<file path="src/rtl/collision_ctrl_if.sv">
// Pixel-side bundle between the sprite pipeline and the collision controller.
// master drives the raster/visibility/key signals; slave is the controller.
interface collision_ctrl_if;
    localparam int unsigned COL_W   = 12;
    localparam int unsigned ROW_W   = 11;
    localparam int unsigned SCORE_W = 16;

    logic [COL_W-1:0]   display_col;
    logic [ROW_W-1:0]   display_row;
    logic               visible;
    logic               char_visible;
    logic               obst_visible;
    logic               start_key;
    logic               hit;
    logic               game_over;
    logic               collide_pulse;
    logic [SCORE_W-1:0] score;

    modport master (
        output display_col, display_row, visible, char_visible, obst_visible, start_key,
        input  hit, game_over, collide_pulse, score
    );

    modport slave (
        input  display_col, display_row, visible, char_visible, obst_visible, start_key,
        output hit, game_over, collide_pulse, score
    );
endinterface

</file>
<file path="src/rtl/collision_ctrl.sv">
// Game-state and collision controller: per-frame character/obstacle overlap
// counting, idle/run/hit/over sequencing, hit freeze request and run score.
module collision_ctrl #(
    parameter logic [7:0] OVERLAP_MIN = 8'd16,
    parameter logic [7:0] HOLD_FRAMES = 8'd60,
    parameter logic [5:0] SCORE_DIV   = 6'd6
) (
    input logic           clock,
    input logic           reset,
    collision_ctrl_if.slave bus
);
    localparam int unsigned CNT_W   = 8;
    localparam int unsigned DIV_W   = 6;
    localparam int unsigned SCORE_W = 16;
    localparam logic [CNT_W-1:0]   CNT_MAX   = '1;
    localparam logic [SCORE_W-1:0] SCORE_MAX = '1;

    typedef enum logic [1:0] {
        ST_IDLE,
        ST_RUN,
        ST_HIT,
        ST_OVER
    } state_t;

    state_t             state;
    logic               origin_c;
    logic               origin_q;
    logic               frame_start_c;
    logic [2:0]         key_sync;
    logic               key_rise_c;
    logic               overlap_px_c;
    logic               collision_c;
    logic               run_entry_c;
    logic [CNT_W-1:0]   overlap_cnt;
    logic [DIV_W-1:0]   div_cnt;
    logic [CNT_W-1:0]   hold_cnt;
    logic               hit_q;
    logic               game_over_q;
    logic               collide_q;
    logic [SCORE_W-1:0] score_q;

    assign origin_c      = (bus.display_col == '0) && (bus.display_row == '0);
    assign frame_start_c = origin_c && !origin_q;
    assign key_rise_c    = key_sync[1] && !key_sync[2];
    assign overlap_px_c  = bus.visible && bus.char_visible && bus.obst_visible;
    assign collision_c   = overlap_cnt >= OVERLAP_MIN;
    assign run_entry_c   = key_rise_c && ((state == ST_IDLE) || (state == ST_OVER));

    // Frame-origin edge detector and key synchroniser (bits 0,1 sync, bit 2 edge history)
    always_ff @(posedge clock or negedge reset) begin
        if (!reset) begin
            origin_q <= 1'b0;
            key_sync <= 3'b000;
        end else begin
            origin_q <= origin_c;
            key_sync <= {key_sync[1:0], bus.start_key};
        end
    end

    // Overlap accumulates in every state; frame start samples it and restarts the count
    always_ff @(posedge clock or negedge reset) begin
        if (!reset) begin
            overlap_cnt <= '0;
        end else if (run_entry_c || frame_start_c) begin
            overlap_cnt <= '0;
        end else if (overlap_px_c && (overlap_cnt != CNT_MAX)) begin
            overlap_cnt <= overlap_cnt + CNT_W'(1);
        end
    end

    // Game sequencing with registered outputs
    always_ff @(posedge clock or negedge reset) begin
        if (!reset) begin
            state       <= ST_IDLE;
            div_cnt     <= '0;
            hold_cnt    <= '0;
            hit_q       <= 1'b1;
            game_over_q <= 1'b0;
            collide_q   <= 1'b0;
            score_q     <= '0;
        end else begin
            collide_q <= 1'b0;
            case (state)
                ST_IDLE, ST_OVER: begin
                    if (key_rise_c) begin
                        state       <= ST_RUN;
                        hit_q       <= 1'b0;
                        game_over_q <= 1'b0;
                        score_q     <= '0;
                        div_cnt     <= '0;
                    end
                end
                ST_RUN: begin
                    if (frame_start_c) begin
                        if (collision_c) begin
                            state     <= ST_HIT;
                            hit_q     <= 1'b1;
                            collide_q <= 1'b1;
                            hold_cnt  <= '0;
                        end else if (div_cnt == (SCORE_DIV - DIV_W'(1))) begin
                            div_cnt <= '0;
                            if (score_q != SCORE_MAX) begin
                                score_q <= score_q + SCORE_W'(1);
                            end
                        end else begin
                            div_cnt <= div_cnt + DIV_W'(1);
                        end
                    end
                end
                ST_HIT: begin
                    if (frame_start_c) begin
                        if (hold_cnt == (HOLD_FRAMES - CNT_W'(1))) begin
                            state       <= ST_OVER;
                            game_over_q <= 1'b1;
                        end else begin
                            hold_cnt <= hold_cnt + CNT_W'(1);
                        end
                    end
                end
                default: begin
                    state       <= ST_IDLE;
                    hit_q       <= 1'b1;
                    game_over_q <= 1'b0;
                end
            endcase
        end
    end

    assign bus.hit           = hit_q;
    assign bus.game_over     = game_over_q;
    assign bus.collide_pulse = collide_q;
    assign bus.score         = score_q;
endmodule

</file>
<file path="src/flat_wrapper.sv">
// flat-port wrapper written by rule: the top's interface ports become plain ports
module collision_ctrl_flat 
#(
    parameter logic [7:0] OVERLAP_MIN = 8'd16,
    parameter logic [7:0] HOLD_FRAMES = 8'd60,
    parameter logic [5:0] SCORE_DIV   = 6'd6
)
  (clock, reset, bus_display_col, bus_display_row, bus_visible, bus_char_visible, bus_obst_visible, bus_start_key, bus_hit, bus_game_over, bus_collide_pulse, bus_score);
  collision_ctrl_if bus_i ();
  input logic clock;
  input logic reset;
  input wire logic [$bits(bus_i.display_col)-1:0] bus_display_col;
  input wire logic [$bits(bus_i.display_row)-1:0] bus_display_row;
  input wire logic [$bits(bus_i.visible)-1:0] bus_visible;
  input wire logic [$bits(bus_i.char_visible)-1:0] bus_char_visible;
  input wire logic [$bits(bus_i.obst_visible)-1:0] bus_obst_visible;
  input wire logic [$bits(bus_i.start_key)-1:0] bus_start_key;
  output wire logic [$bits(bus_i.hit)-1:0] bus_hit;
  output wire logic [$bits(bus_i.game_over)-1:0] bus_game_over;
  output wire logic [$bits(bus_i.collide_pulse)-1:0] bus_collide_pulse;
  output wire logic [$bits(bus_i.score)-1:0] bus_score;
  assign bus_i.display_col = bus_display_col;
  assign bus_i.display_row = bus_display_row;
  assign bus_i.visible = bus_visible;
  assign bus_i.char_visible = bus_char_visible;
  assign bus_i.obst_visible = bus_obst_visible;
  assign bus_i.start_key = bus_start_key;
  assign bus_hit = bus_i.hit;
  assign bus_game_over = bus_i.game_over;
  assign bus_collide_pulse = bus_i.collide_pulse;
  assign bus_score = bus_i.score;
  collision_ctrl #(.OVERLAP_MIN(OVERLAP_MIN), .HOLD_FRAMES(HOLD_FRAMES), .SCORE_DIV(SCORE_DIV)) u_core (.clock(clock), .reset(reset), .bus(bus_i));
endmodule
</file>
<file path="config.mk">
export PLATFORM = sky130hd
export DESIGN_NAME = collision_ctrl_flat
export DESIGN_NICKNAME = d
export VERILOG_FILES = /design/src/rtl/collision_ctrl_if.sv /design/src/rtl/collision_ctrl.sv /design/src/flat_wrapper.sv
export SDC_FILE = /design/constraint.sdc
export NUM_CORES = 1
export LEC_CHECK = 0
export BUFFER_PORTS_ARGS = -buffer_cell sky130_fd_sc_hd__buf_2
export CAP_MARGIN = 15
export CELL_PAD_IN_SITES_DETAIL_PLACEMENT = 0
export CELL_PAD_IN_SITES_GLOBAL_PLACEMENT = 2
export CORE_UTILIZATION = 35
export CTS_BUF_LIST = sky130_fd_sc_hd__clkbuf_16
export CTS_CLUSTER_SIZE = 24
export DETAILED_ROUTE_END_ITERATION = 7
export PLACE_DENSITY_LB_ADDON = 0.1
export SYNTH_ARGS = -nofsm -noshare
export SYNTH_HDL_FRONTEND = slang
export SYNTH_SLANG_ARGS = --single-unit
</file>
<file path="constraint.sdc">
create_clock -name clock -period 2.45 [get_ports clock]
set_input_delay 0.1225 -clock clock [delete_from_list [all_inputs] [get_ports clock]]
set_output_delay 0.1225 -clock clock [all_outputs]
set_load 0.01 [all_outputs]
</file>
==> impl_metrics.yaml <==
run_status:
  status: "finished, final reports clean"
route:
  vias: 2471
  dr.pass1.iters: 4
  drtIter0Drc: 108
  wl_per_cell_um: 15.1
  wirelength_mm: 6.94
  via_per_inst: 5.40
  drtAntennaViolNets: 0
  route.detailed.drc: 0
die:
  fp-row-count: 32
  io-pin-count: 48
  fp.coreArea_sq_um: 7850
  die_h_um: 92.6
  chipWidth_um: 92.6
  initial_core_util: 0.366
  die_area_sq_um: 8570
worst_setup_path:
  critPathMaxFanout: 15
  timing.rr.start: "u_core.bus.score[0]$_DFFE_PN0P_"
  startpoint_type: "flip-flop"
  path_class: "flip-flop to flip-flop"
  r2r_end: "u_core.bus.score[7]$_DFFE_PN0P_"
  startpoint: "u_core.bus.score[0]$_DFFE_PN0P_"
  worst_ep_required_time_ns: 2.62
  critPathCapture: "u_core.bus.score[7]$_DFFE_PN0P_"
  setup.worst_path.end_class: "flip-flop"
  rrSetupSlack_ns: 0.24
  rr_worst_depth: 7
  cp.arrival_ns: 2.38
cells_and_area:
  fillers: 810
  areaGrowthSynthToFinish_pct: 19.4
  fin_util: 0.437
  final_layout_size_suffix_gt1_frac: 0.278
  antennaDiodeCount: 0
  finalNetCount: 393
global_routing:
  grtUsageMet2: 0.290
  met1_usage: 0.243
  grt_pass1_vias: 2434
  grt_overflow_total: 0
  grt_use_met3: 0.0279
  antenna_found_initial: 0
  grt_max_degree: 22
  grt_busiest_layer: "met2"
  grt_pass1_wl_mm: 12.1
  grt.total_usage: 0.177
clocking:
  root_buffer: "clkbuf_16"
  cts_resized: 0
  numCtsBuffers: 5
  cts_max_path_buffers: 2
  cts_tree: "done"
  htreeDepth: 2
  clkLatencyLatePin_ns: 0.29
  clk_pin_slew_ns: 0.06
  cts_setup_buffers: 0
  hold_buffers: 2
  cts_sinks: 47
sta:
  slew_headroom: 0.662
  rsz0062_at_grt: "false"
  clock_skew_ns: 0.00540
  setup_violations: 0
  setup_tns_ns: 0
  min_period_ns: 2.21
  fmax_mhz: 453
  period_share: 0.902
  worst_pin_slew_ns: 0.503
  fin_worst_hold_slack_ns: 0.128
  report.final.slew_viol_count: 0
  hold_violations: 0
synth:
  yosys-top-cells-area: "dfrtp_1, o21ai_0, ha_1"
  yosys_warnings: 0
  ys_types: 64
  synthMuxAreaShare: 0
  synth_top_family_by_area: "simple AND/OR/NAND/NOR gates"
  ys_seq_elements: 47
  synth_edf_count: 0
  syn_nets: 331
  async_flop_share: 1.00
  ys.flop_type: "dfrtp_1"
  synth_adder_area_share: 0.0392
  ys_seq_area_frac: 0.410
  synth_area_sq_um: 2870
  synth-simple-area-share: 0.248
  synth_xor_area_frac: 0.0214
  synth_top_area_cell: "dfrtp_1"
  synth_area_per_cell_sq_um: 9.80
  synth_compound_area_frac: 0.236
  synth_top_area_frac: 0.401
  synthCells: 293
power_and_ir_drop:
  p_int_uw: 1780
  p_sw_frac: 0.409
  powerDensity_nw_per_um2: 879
  power_uw: 3010
  p_comb_frac: 0.437
  power_leakage_uw: 0.00154
  ir_drop_mv: 0.406
  p_switching_uw: 1230
  seq_power_share: 0.345
  p_clk_frac: 0.217
run:
  maxCapViolCount: 0
worst_hold_path:
  hp-class: "input pin to flip-flop"
  hold_depth: 3
placed_design:
  routabilityCongestion: 0.743
  dp_hpwl_mm: 4.99
  portBuffers: 47
==> worst min-delay path by stage <==
stage / startpoint / to / slack (ns)
2_1_floorplan: reset / u_core.bus.collide_pulse$_DFF_PN0_ / -0.17
3_3_place_gp: reset / u_core.hold_cnt[5]$_DFFE_PN0P_ / 0.12
3_5_place_dp: reset / u_core.hold_cnt[5]$_DFFE_PN0P_ / 0.13
4_1_cts: bus_display_col[9] / u_core.origin_q$_DFF_PN0_ / 0.13
5_1_grt: bus_display_col[8] / u_core.origin_q$_DFF_PN0_ / 0.16
6_report: bus_display_col[8] / u_core.origin_q$_DFF_PN0_ / 0.13
==> routing by layer <==
layer | wire length (um) | up-vias
li1 | - | 1236
met1 | 3410 | 1183
met2 | 3260 | 46
met3 | 213 | 6
met4 | 60 | 0
met5 | 0 | -
==> cell usage in the layout, fill, tap and decap left out, drive strengths merged, types with 8 or more instances in the layout <==
cell type,netlist,routed
nor2,17,17
dfrtp,46,46
nand4,8,8
nand2,25,25
inv,9,10
ha,9,9
nand3b,9,9
o31ai,9,9
o21ai,29,29
buf,5,64
nor4,8,8
nand3,18,18
and3,10,10
==> worst max-delay path: stages, from the launching register on <==
cell      delay, ns
dfrtp_1        0.43
ha_1           0.26
nand2_1        0.12
or3_4          0.43
o311ai_4       0.29
buf_4          0.25
o41ai_1        0.10
a22o_2         0.21
==> kinds of logic after synthesis <==
| family | Yosys count |
|---|---|
| AND/OR/NAND/NOR | 126 |
| AO/OA/AOI/OAI | 83 |
| flip-flops | 47 |
| buffers and inverters | 21 |
| adder cells (fa/ha/maj) | 9 |
| XOR/XNOR | 7 |
==> per-stage QoR <==
stage | setup WS, ns | std cells | area (sq um)
finish | 0.240 | 458 | 3430
global route | 0.0680 | 458 | 3430
CTS | 0.246 | 458 | 3430
detailed placement | 0.266 | 448 | 3270
global placement | 0.272 | 448 | 3270
floorplan | 0.336 | 293 | 2870
==> flip-flops by register name, indices dropped and copies added (netlist names) <==
name / flops
u_core.bus.collide_pulse: 1
u_core.div_cnt: 6
u_core.origin_q: 1
u_core.bus.game_over: 1
u_core.state: 2
u_core.bus.hit: 1
u_core.bus.score: 16
u_core.overlap_cnt: 8
u_core.hold_cnt: 8
u_core.key_sync: 3
==> final cells by class <==
class | count | area (sq um) | share of cell area
clock buffers | 5 | 125 | 0.0365
inverters | 10 | 37.5 | 0.0110
repair buffers | 66 | 383 | 0.112
flip-flops and latches | 47 | 1180 | 0.344
clock inverters | 3 | 11.3 | 0.00329
well taps | 102 | 128 | 0.0373
multi-input cells | 225 | 1560 | 0.457
==> cells in the mapped netlist (all sizes together) (2+ instances only) <==
| master | instances |
|---|---|
| o221ai | 6 |
| o311ai | 2 |
| xnor2 | 2 |
| nand3b | 9 |
| and3 | 10 |
| a22o | 7 |
| buf | 5 |
| nor2 | 17 |
| nor4b | 2 |
| xor2 | 5 |
| nor4 | 8 |
| clkbuf | 4 |
| o21ai | 29 |
| o31ai | 9 |
| or2b | 2 |
| a21oi | 7 |
| or2 | 2 |
| a31oi | 5 |
| nand4 | 8 |
| and2 | 5 |
| or3 | 3 |
| nand2 | 25 |
| nor3 | 3 |
| or4 | 2 |
| inv | 9 |
| ha | 9 |
| nand3 | 18 |
| o41ai | 7 |
| and4 | 2 |
| dfrtp | 46 |
| nand2b | 7 |
| o211ai | 5 |
==> power by group through the flow <==
stage,clock [uW],sequential [uW],combinational (uW)
2_1_floorplan,0,1050,932
3_3_place_gp,0,1050,1330
3_5_place_dp,0,1050,1330
4_1_cts,682,1040,1340
5_1_grt,703,1070,1480
6_report,654,1040,1320
No activity file was read; power rests on OpenSTA's default activity.
